--- config.mk ---
export PLATFORM = sky130hd
export DESIGN_NAME = fp8_alu
export DESIGN_NICKNAME = d
export VERILOG_FILES = /design/src/rtl/fp8_alu.sv
export SDC_FILE = /design/constraint.sdc
export NUM_CORES = 1
export LEC_CHECK = 0
export CORE_ASPECT_RATIO = 0.7
export CORE_MARGIN = 8
export CORE_UTILIZATION = 55
export CTS_BUF_LIST = sky130_fd_sc_hd__clkbuf_16
export DETAILED_ROUTE_END_ITERATION = 7
export DONT_BUFFER_PORTS = 1
export PLACE_DENSITY_LB_ADDON = 0.15
export SYNTH_ARGS = -nofsm -noshare
export SYNTH_HDL_FRONTEND = slang
export SYNTH_SLANG_ARGS = --single-unit
--- constraint.sdc ---
create_clock -name clock -period 8.3 [get_ports clock]
set_input_delay 2.075 -clock clock [delete_from_list [all_inputs] [get_ports clock]]
set_output_delay 2.075 -clock clock [all_outputs]
set_load 0.01 [all_outputs]
--- src/rtl/fp8_alu.sv ---
// -----------------------------------------------------------------------------
// fp8_alu -- multi-cycle FP8 E4M3 add / multiply leaf.
//
// Format: 1 sign bit, 4 exponent bits (bias 7), 3 mantissa bits. An exponent
// field of 0 reads as zero (subnormals flush). Inf/NaN encodings are ordinary
// numbers here, and the unit never produces NaN: overflow saturates to +/-448.
//
// One operation runs per reset release: LOAD -> EXEC -> NORM -> DONE. The
// result appears with is_output_valid on the 4th rising edge after reset is
// released (LATENCY = 4, fixed). DONE then holds until the next reset.
//
// Ports (in fixed positional order):
//   a, b            in  [7:0]  operands, FP8 E4M3
//   alu_ctrl        in  [3:0]  4'b0001 = ADD, 4'b0010 = MUL, others reserved
//                              (a reserved code gives y = 8'h00, still valid)
//   clock           in         rising-edge clock
//   reset           in         asynchronous, active low; 0 aborts and clears
//   y               out [7:0]  result, FP8 E4M3
//   is_output_valid out        high while y holds the final result
// -----------------------------------------------------------------------------
module fp8_alu (
  input  logic [7:0] a,
  input  logic [7:0] b,
  input  logic [3:0] alu_ctrl,
  input  logic       clock,
  input  logic       reset,
  output logic [7:0] y,
  output logic       is_output_valid
);

  typedef enum logic [1:0] {S_LOAD, S_EXEC, S_NORM, S_DONE} state_e;

  localparam logic [3:0] OP_ADD = 4'b0001;
  localparam logic [3:0] OP_MUL = 4'b0010;

  state_e            state_q, state_d;
  logic [7:0]        a_q, a_d, b_q, b_d;
  logic [3:0]        op_q, op_d;
  // Raw EXEC result: ADD keeps a 5-bit magnitude in r_sig[4:0], MUL the full
  // 8-bit significand product.
  logic              r_sign_q, r_sign_d;
  logic signed [5:0] r_exp_q, r_exp_d;
  logic [7:0]        r_sig_q, r_sig_d;
  logic              r_zero_q, r_zero_d;
  logic [7:0]        res_q, res_d;
  logic [7:0]        y_q, y_d;
  logic              valid_q, valid_d;

  // Leading-zero count of a nonzero 4-bit magnitude.
  function automatic logic [1:0] lzc4(input logic [3:0] v);
    casez (v)
      4'b1???: lzc4 = 2'd0;
      4'b01??: lzc4 = 2'd1;
      4'b001?: lzc4 = 2'd2;
      default: lzc4 = 2'd3;
    endcase
  endfunction

  // ---------------------------------------------------------------------------
  // Operand unpack (from the registered operands)
  // ---------------------------------------------------------------------------
  logic       sa, sb, za, zb;
  logic [3:0] ea, eb, ma, mb;

  assign sa = a_q[7];
  assign sb = b_q[7];
  assign ea = a_q[6:3];
  assign eb = b_q[6:3];
  assign za = (ea == 4'd0);
  assign zb = (eb == 4'd0);
  // A zero exponent clears the hidden bit and the mantissa, so a flushed
  // operand has magnitude exactly 0 and sorts below every normal number.
  assign ma = za ? 4'd0 : {1'b1, a_q[2:0]};
  assign mb = zb ? 4'd0 : {1'b1, b_q[2:0]};

  // ---------------------------------------------------------------------------
  // EXEC datapath
  // ---------------------------------------------------------------------------
  logic              a_ge_b, sl;
  logic [3:0]        el, es, ml, ms, shift_amt, aligned;
  logic [4:0]        add_mag;
  logic signed [5:0] mul_exp;
  logic [7:0]        mul_prod;

  always_comb begin
    // Exponent is the primary sort key, so el >= es and the shift is never
    // negative.
    a_ge_b    = {ea, ma} >= {eb, mb};
    sl        = a_ge_b ? sa : sb;
    el        = a_ge_b ? ea : eb;
    es        = a_ge_b ? eb : ea;
    ml        = a_ge_b ? ma : mb;
    ms        = a_ge_b ? mb : ma;
    shift_amt = el - es;
    // A shift of 4 or more empties the 4-bit significand, as intended.
    aligned   = ms >> shift_amt;
    add_mag   = (sa == sb) ? ({1'b0, ml} + {1'b0, aligned})
                           : ({1'b0, ml} - {1'b0, aligned});
    mul_exp   = $signed({2'b00, ea}) + $signed({2'b00, eb}) - 6'sd7;
    mul_prod  = {4'd0, ma} * {4'd0, mb};
  end

  // ---------------------------------------------------------------------------
  // NORM datapath: leading-1 renormalize, truncate, then range handling
  // ---------------------------------------------------------------------------
  logic signed [5:0] n_exp;
  logic [2:0]        n_mant;
  logic [1:0]        lz;
  logic [7:0]        packed_res;

  always_comb begin
    // NOTE: every signal written in a combinational block gets a default first,
    // so no path can leave it unassigned and infer a latch.
    n_exp      = r_exp_q;
    n_mant     = 3'd0;
    lz         = lzc4(r_sig_q[3:0]);
    packed_res = 8'h00;

    if (op_q == OP_ADD) begin
      if (r_sig_q[4]) begin
        // Carry out of the add: drop one bit off the bottom.
        n_mant = r_sig_q[3:1];
        n_exp  = r_exp_q + 6'sd1;
      end else begin
        // Cancellation: pull the leading 1 up to the hidden-bit position.
        n_mant = r_sig_q[2:0] << lz;
        n_exp  = r_exp_q - $signed({4'b0000, lz});
      end
    end else begin
      // 1.xxx * 1.yyy lies in [1, 4); bit 7 set means the product is >= 2.
      if (r_sig_q[7]) begin
        n_mant = r_sig_q[6:4];
        n_exp  = r_exp_q + 6'sd1;
      end else begin
        n_mant = r_sig_q[5:3];
      end
    end

    if (((op_q != OP_ADD) && (op_q != OP_MUL)) || r_zero_q) begin
      // Reserved opcodes and exact zeros always give +0, never 8'h80.
      packed_res = 8'h00;
    end else if (n_exp <= 6'sd0) begin
      packed_res = {r_sign_q, 7'd0};
    end else if ((n_exp > 6'sd15) || ((n_exp == 6'sd15) && (n_mant == 3'b111))) begin
      // S.1111.111 would be NaN; the largest finite value is S.1111.110.
      packed_res = {r_sign_q, 4'b1111, 3'b110};
    end else begin
      packed_res = {r_sign_q, n_exp[3:0], n_mant};
    end
  end

  // ---------------------------------------------------------------------------
  // FSM: next state and register updates
  // ---------------------------------------------------------------------------
  always_comb begin
    state_d  = state_q;
    a_d      = a_q;
    b_d      = b_q;
    op_d     = op_q;
    r_sign_d = r_sign_q;
    r_exp_d  = r_exp_q;
    r_sig_d  = r_sig_q;
    r_zero_d = r_zero_q;
    res_d    = res_q;
    y_d      = y_q;
    valid_d  = valid_q;

    unique case (state_q)
      S_LOAD: begin
        a_d     = a;
        b_d     = b;
        op_d    = alu_ctrl;
        state_d = S_EXEC;
      end
      S_EXEC: begin
        if (op_q == OP_MUL) begin
          r_sign_d = sa ^ sb;
          r_exp_d  = mul_exp;
          r_sig_d  = mul_prod;
          r_zero_d = za | zb;
        end else begin
          // Reserved opcodes also take this path; NORM forces their result
          // to zero regardless.
          r_sign_d = sl;
          r_exp_d  = $signed({2'b00, el});
          r_sig_d  = {3'd0, add_mag};
          r_zero_d = (add_mag == 5'd0);
        end
        state_d = S_NORM;
      end
      S_NORM: begin
        res_d   = packed_res;
        state_d = S_DONE;
      end
      S_DONE: begin
        // The operands were captured only in LOAD, so res_q is stable here
        // and later input changes cannot disturb y.
        y_d     = res_q;
        valid_d = 1'b1;
      end
      default: state_d = S_LOAD;
    endcase
  end

  // NOTE: all state uses non-blocking assignments so every register samples
  // the pre-edge values, independent of statement order.
  // The datapath registers are reset too: there are few of them, and a clean
  // reset keeps every state of this one-shot unit deterministic.
  always_ff @(posedge clock or negedge reset) begin
    if (!reset) begin
      state_q  <= S_LOAD;
      a_q      <= 8'h00;
      b_q      <= 8'h00;
      op_q     <= 4'h0;
      r_sign_q <= 1'b0;
      r_exp_q  <= 6'sd0;
      r_sig_q  <= 8'h00;
      r_zero_q <= 1'b1;
      res_q    <= 8'h00;
      y_q      <= 8'h00;
      valid_q  <= 1'b0;
    end else begin
      state_q  <= state_d;
      a_q      <= a_d;
      b_q      <= b_d;
      op_q     <= op_d;
      r_sign_q <= r_sign_d;
      r_exp_q  <= r_exp_d;
      r_sig_q  <= r_sig_d;
      r_zero_q <= r_zero_d;
      res_q    <= res_d;
      y_q      <= y_d;
      valid_q  <= valid_d;
    end
  end

  assign y               = y_q;
  assign is_output_valid = valid_q;

endmodule

==> qor.csv <==
stage,metric,value,unit
yosys,yosysTopAreaCell,dfrtp_1,
drt,postRouteAntennaNets,0,
setup_path,crit_arrival,6.25,ns
clock_tree,clk_latency,0.31,ns
layout,nNetsFinal,520,
layout,diodes,0,
floorplanning,fp.dieW,120,µm
sta,fin_setup_tns,0,ns
run_status,status,completed,
sta,clock.fmax,0.164,GHz
grt,antenna_found_initial,0,
sta,maxSlewViolCount,0,
drt,drt_iter0_markers,179,
place,port_buffers,0,
clock_tree,ctsResizeCount,0,
clock_tree,cts_max_level,2,
sta,worst_slew_pin_slew,1.15,ns
floorplanning,io_pins,31,
drt,vias,3151,
yosys,synth_warnings,0,
setup_path,worst_ep_required_time,8.45,ns
pwr,p_sw_share,34.9,%
grt,grt_start_max_net_pins,56,
grt,grt.overflow.total,0,
pwr,clkPwrFrac,27.6,%
pwr,finalPower,783,µW
yosys,synthArstFlopShare,100,%
drt,first_pass_iters,5,
setup_path,start_kind,flip-flop,
setup_path,r2r_slack,2.21,ns
yosys,synthTopCellsByCount,"dfrtp_1 (54), inv_1 (52), ha_1 (43), nand2_1 (39), nor2_1 (37)",
grt,grtUsageTotal,18.2,%
hold_path,hp-class,flip-flop to flip-flop,
sta,timing.final.crit_share,73.4,%
setup_path,reg2reg_from,a_q[3],
drt,drc,0,
floorplanning,fp-row-count,26,
layout,fillers,647,
clock_tree,clockBufferDepth,2,
pwr,switching_power,273,µW
clock_tree,tritoncts,built,
setup_path,crit_family,compound AO/OA/AOI/OAI gates,
yosys,yosysMostFrequentCell,dfrtp_1,
yosys,postSynthAreaPerCell,9.16,µm²
sta,min_period,6.09,ns
pwr,pwr-share-seq,41.8,%
setup_path,max_stage_delay,0.91,ns
sta,skew,0.00524,ns
yosys,synth_area,4170,µm²
clock_tree,cts-root-buf,clkbuf_16,
pwr,p_int,510,µW
yosys,yosys_register_bits,55,
yosys,synthCells,455,
pwr,p_per_area,179,nW/µm²
clock_tree,hold_buffers,0,
sta,setup_violations,0,
hold_path,min_from,r_sign_q,
hold_path,hold_end,res_q[7],
pwr,peakVddDrop,0.107,mV
pwr,combPwrFrac,30.6,%
floorplanning,dieArea,10700,µm²
run,drv_cap,0,
floorplanning,die_y,88.8,µm
setup_path,critPathCaptureType,flip-flop,
layout,area_delta_synth_final,5.16,%
floorplanning,initial_core_util,57.0,%
drt,vias_per_cell,5.76,
clock_tree,cts_setup_buffers,0,
setup_path,slowest_stage,o31a_1,
clock_tree,clock-sinks,55,
setup_path,cp_common_cell,ha_1,
clock_tree,clk_pin_slew_worst_paths,0.07,ns
setup_path,path_buf_inv,3,
yosys,ys_top_cells_by_area,"dfrtp_1 (32%), ha_1 (13%), mux2_2 (6.8%)",
layout,seqCellArea,1380,µm²
hold_path,hold_depth,2,
sta,hold_ws,0.506,ns
sta,hold_viol_final,0,
setup_path,worst-path-max-fanout,25,
setup_path,r2r.worst_path.cells,25,
yosys,ys.flop_type,dfrtp_1,
sta,rsz0062_at_grt,false,
grt,grt_pass1_vias,3171,
place,dp_hpwl,7.01,mm
setup_path,path_class,flip-flop to flip-flop,
floorplanning,core,7320,µm²
clock_tree,cts_made_buffers,5,
sta,timing.slew.headroom,23.4,%
yosys,synthesis.nets,527,
drt,wl,9.06,mm
place,gp_routability_congestion,0.907,
drt,wire_per_inst,16.6,µm
pwr,p_leak,0.00208,µW
yosys,yosysTopAreaCellShare,32.4,%
yosys,synth_edf_count,0,
setup_path,worstReg2RegEnd,r_sig_q[4],
yosys,synth.distinct_cells,61,
layout,multi_input_area,2510,µm²
grt,grt_first_pass_wirelength,15.5,mm
yosys,synth-seq-area-share,33.0,%
layout,drive_gt1_share,11.8,%
-- layout by cell type, fill, tap and decap left out, types with 3 or more instances in the layout --
cell	synthesis	final
clkbuf_16	0	5
xor2_1	7	7
and2_1	4	4
a21oi_1	24	24
inv_1	52	52
nor2_1	37	37
xnor2_1	9	9
nand3_1	7	7
ha_1	43	43
mux2i_1	11	11
o211ai_1	4	4
and3_1	3	3
o22ai_1	11	11
nor3_1	6	6
inv_2	6	6
nand3b_1	4	4
o21ai_0	25	25
a31oi_1	5	5
a21o_1	8	8
mux2_2	25	25
dfrtp_1	54	54
nand2_1	39	39
fa_1	7	7
a211oi_1	4	4
-- sequential cells by signal (all words and copies together), names as in the netlist --
register	cells
a_q	8
r_sign_q	1
b_q	8
r_exp_q	6
res_q	8
op_q	4
is_output_valid	1
r_zero_q	1
y	8
state_q	2
r_sig_q	8
-- power by group through the flow --
| stage | Sequential [µW] | Combinational (µW) | Clock (µW) |
|---|---|---|---|
| global route | 332 | 275 | 227 |
| CTS | 327 | 239 | 218 |
| detailed placement | 331 | 237 | 0 |
| global placement | 332 | 230 | 0 |
| finish | 328 | 240 | 216 |
| floorplan | 318 | 198 | 0 |
-- how the worst max path moves through the flow --
| stage | from | endpoint | slack (ns) | cells past startpoint |
|---|---|---|---|---|
| 4_1_cts | a_q[3] | r_sig_q[4] | 2.30 | 25 |
| 6_report | a_q[3] | r_sig_q[4] | 2.21 | 25 |
| 3_3_place_gp | a_q[3] | r_sig_q[4] | 2.60 | 25 |
| 3_5_place_dp | a_q[3] | r_sig_q[4] | 2.33 | 25 |
| 5_1_grt | a_q[3] | r_sig_q[4] | 1.68 | 24 |
| 2_1_floorplan | a_q[3] | r_sig_q[4] | 3.27 | 26 |
-- worst reg2reg max path, delay by kind of cell (launching register included) --
family	cells	cell delay, ns
AOI/OAI and AO/OA	10	2.10
xor gates and xnor gates	1	0.21
adders and majority gates	4	1.31
buffers and inverters	3	0.34
DFF	1	0.45
muxes	1	0.18
and+or+nand+nor	6	1.34
-- stage by stage --
stage          instance area [µm²]  worst slack, ns  util [%]  cells
6_report                      4380             2.21      59.9    547
5_1_grt                       4380             1.68      59.9    547
4_1_cts                       4380             2.30      59.9    547
3_5_place_dp                  4240             2.33      57.9    539
3_3_place_gp                  4240             2.60      57.9    539
2_1_floorplan                 4170             3.27         -    455
-- cell families after synthesis --
logic type                 count (synthesis)  synth area share (%)
AOI/OAI and AO/OA                        105                  16.2
and+or+nand+nor                          117                  13.6
muxes                                     39                  10.7
xor gates and xnor gates                  16                  3.36
buffers and inverters                     73                  6.78
DFF                                       55                  33.0
adders and majority gates                 50                  16.3
-- metal layers --
layer	track usage [%]	vias to the layer above	routed length, µm	part of all wire [%]
li1	-	1563	-	-
met1	25.6	1519	4710	52
met4	6.21	0	107	1.2
met3	4.14	7	470	5.2
met2	26.9	62	3770	42
met5	0	-	0	0
-- cell type report --
type,count,area share [%]
multi-input cells,327,57.4
flip-flops and latches,55,31.4
inverters,58,4.97
clock buffers,5,2.85
well taps,98,2.80
clock inverters,3,0.428
repair buffers,1,0.171
Note: power is estimated with default switching activity, not from simulation.
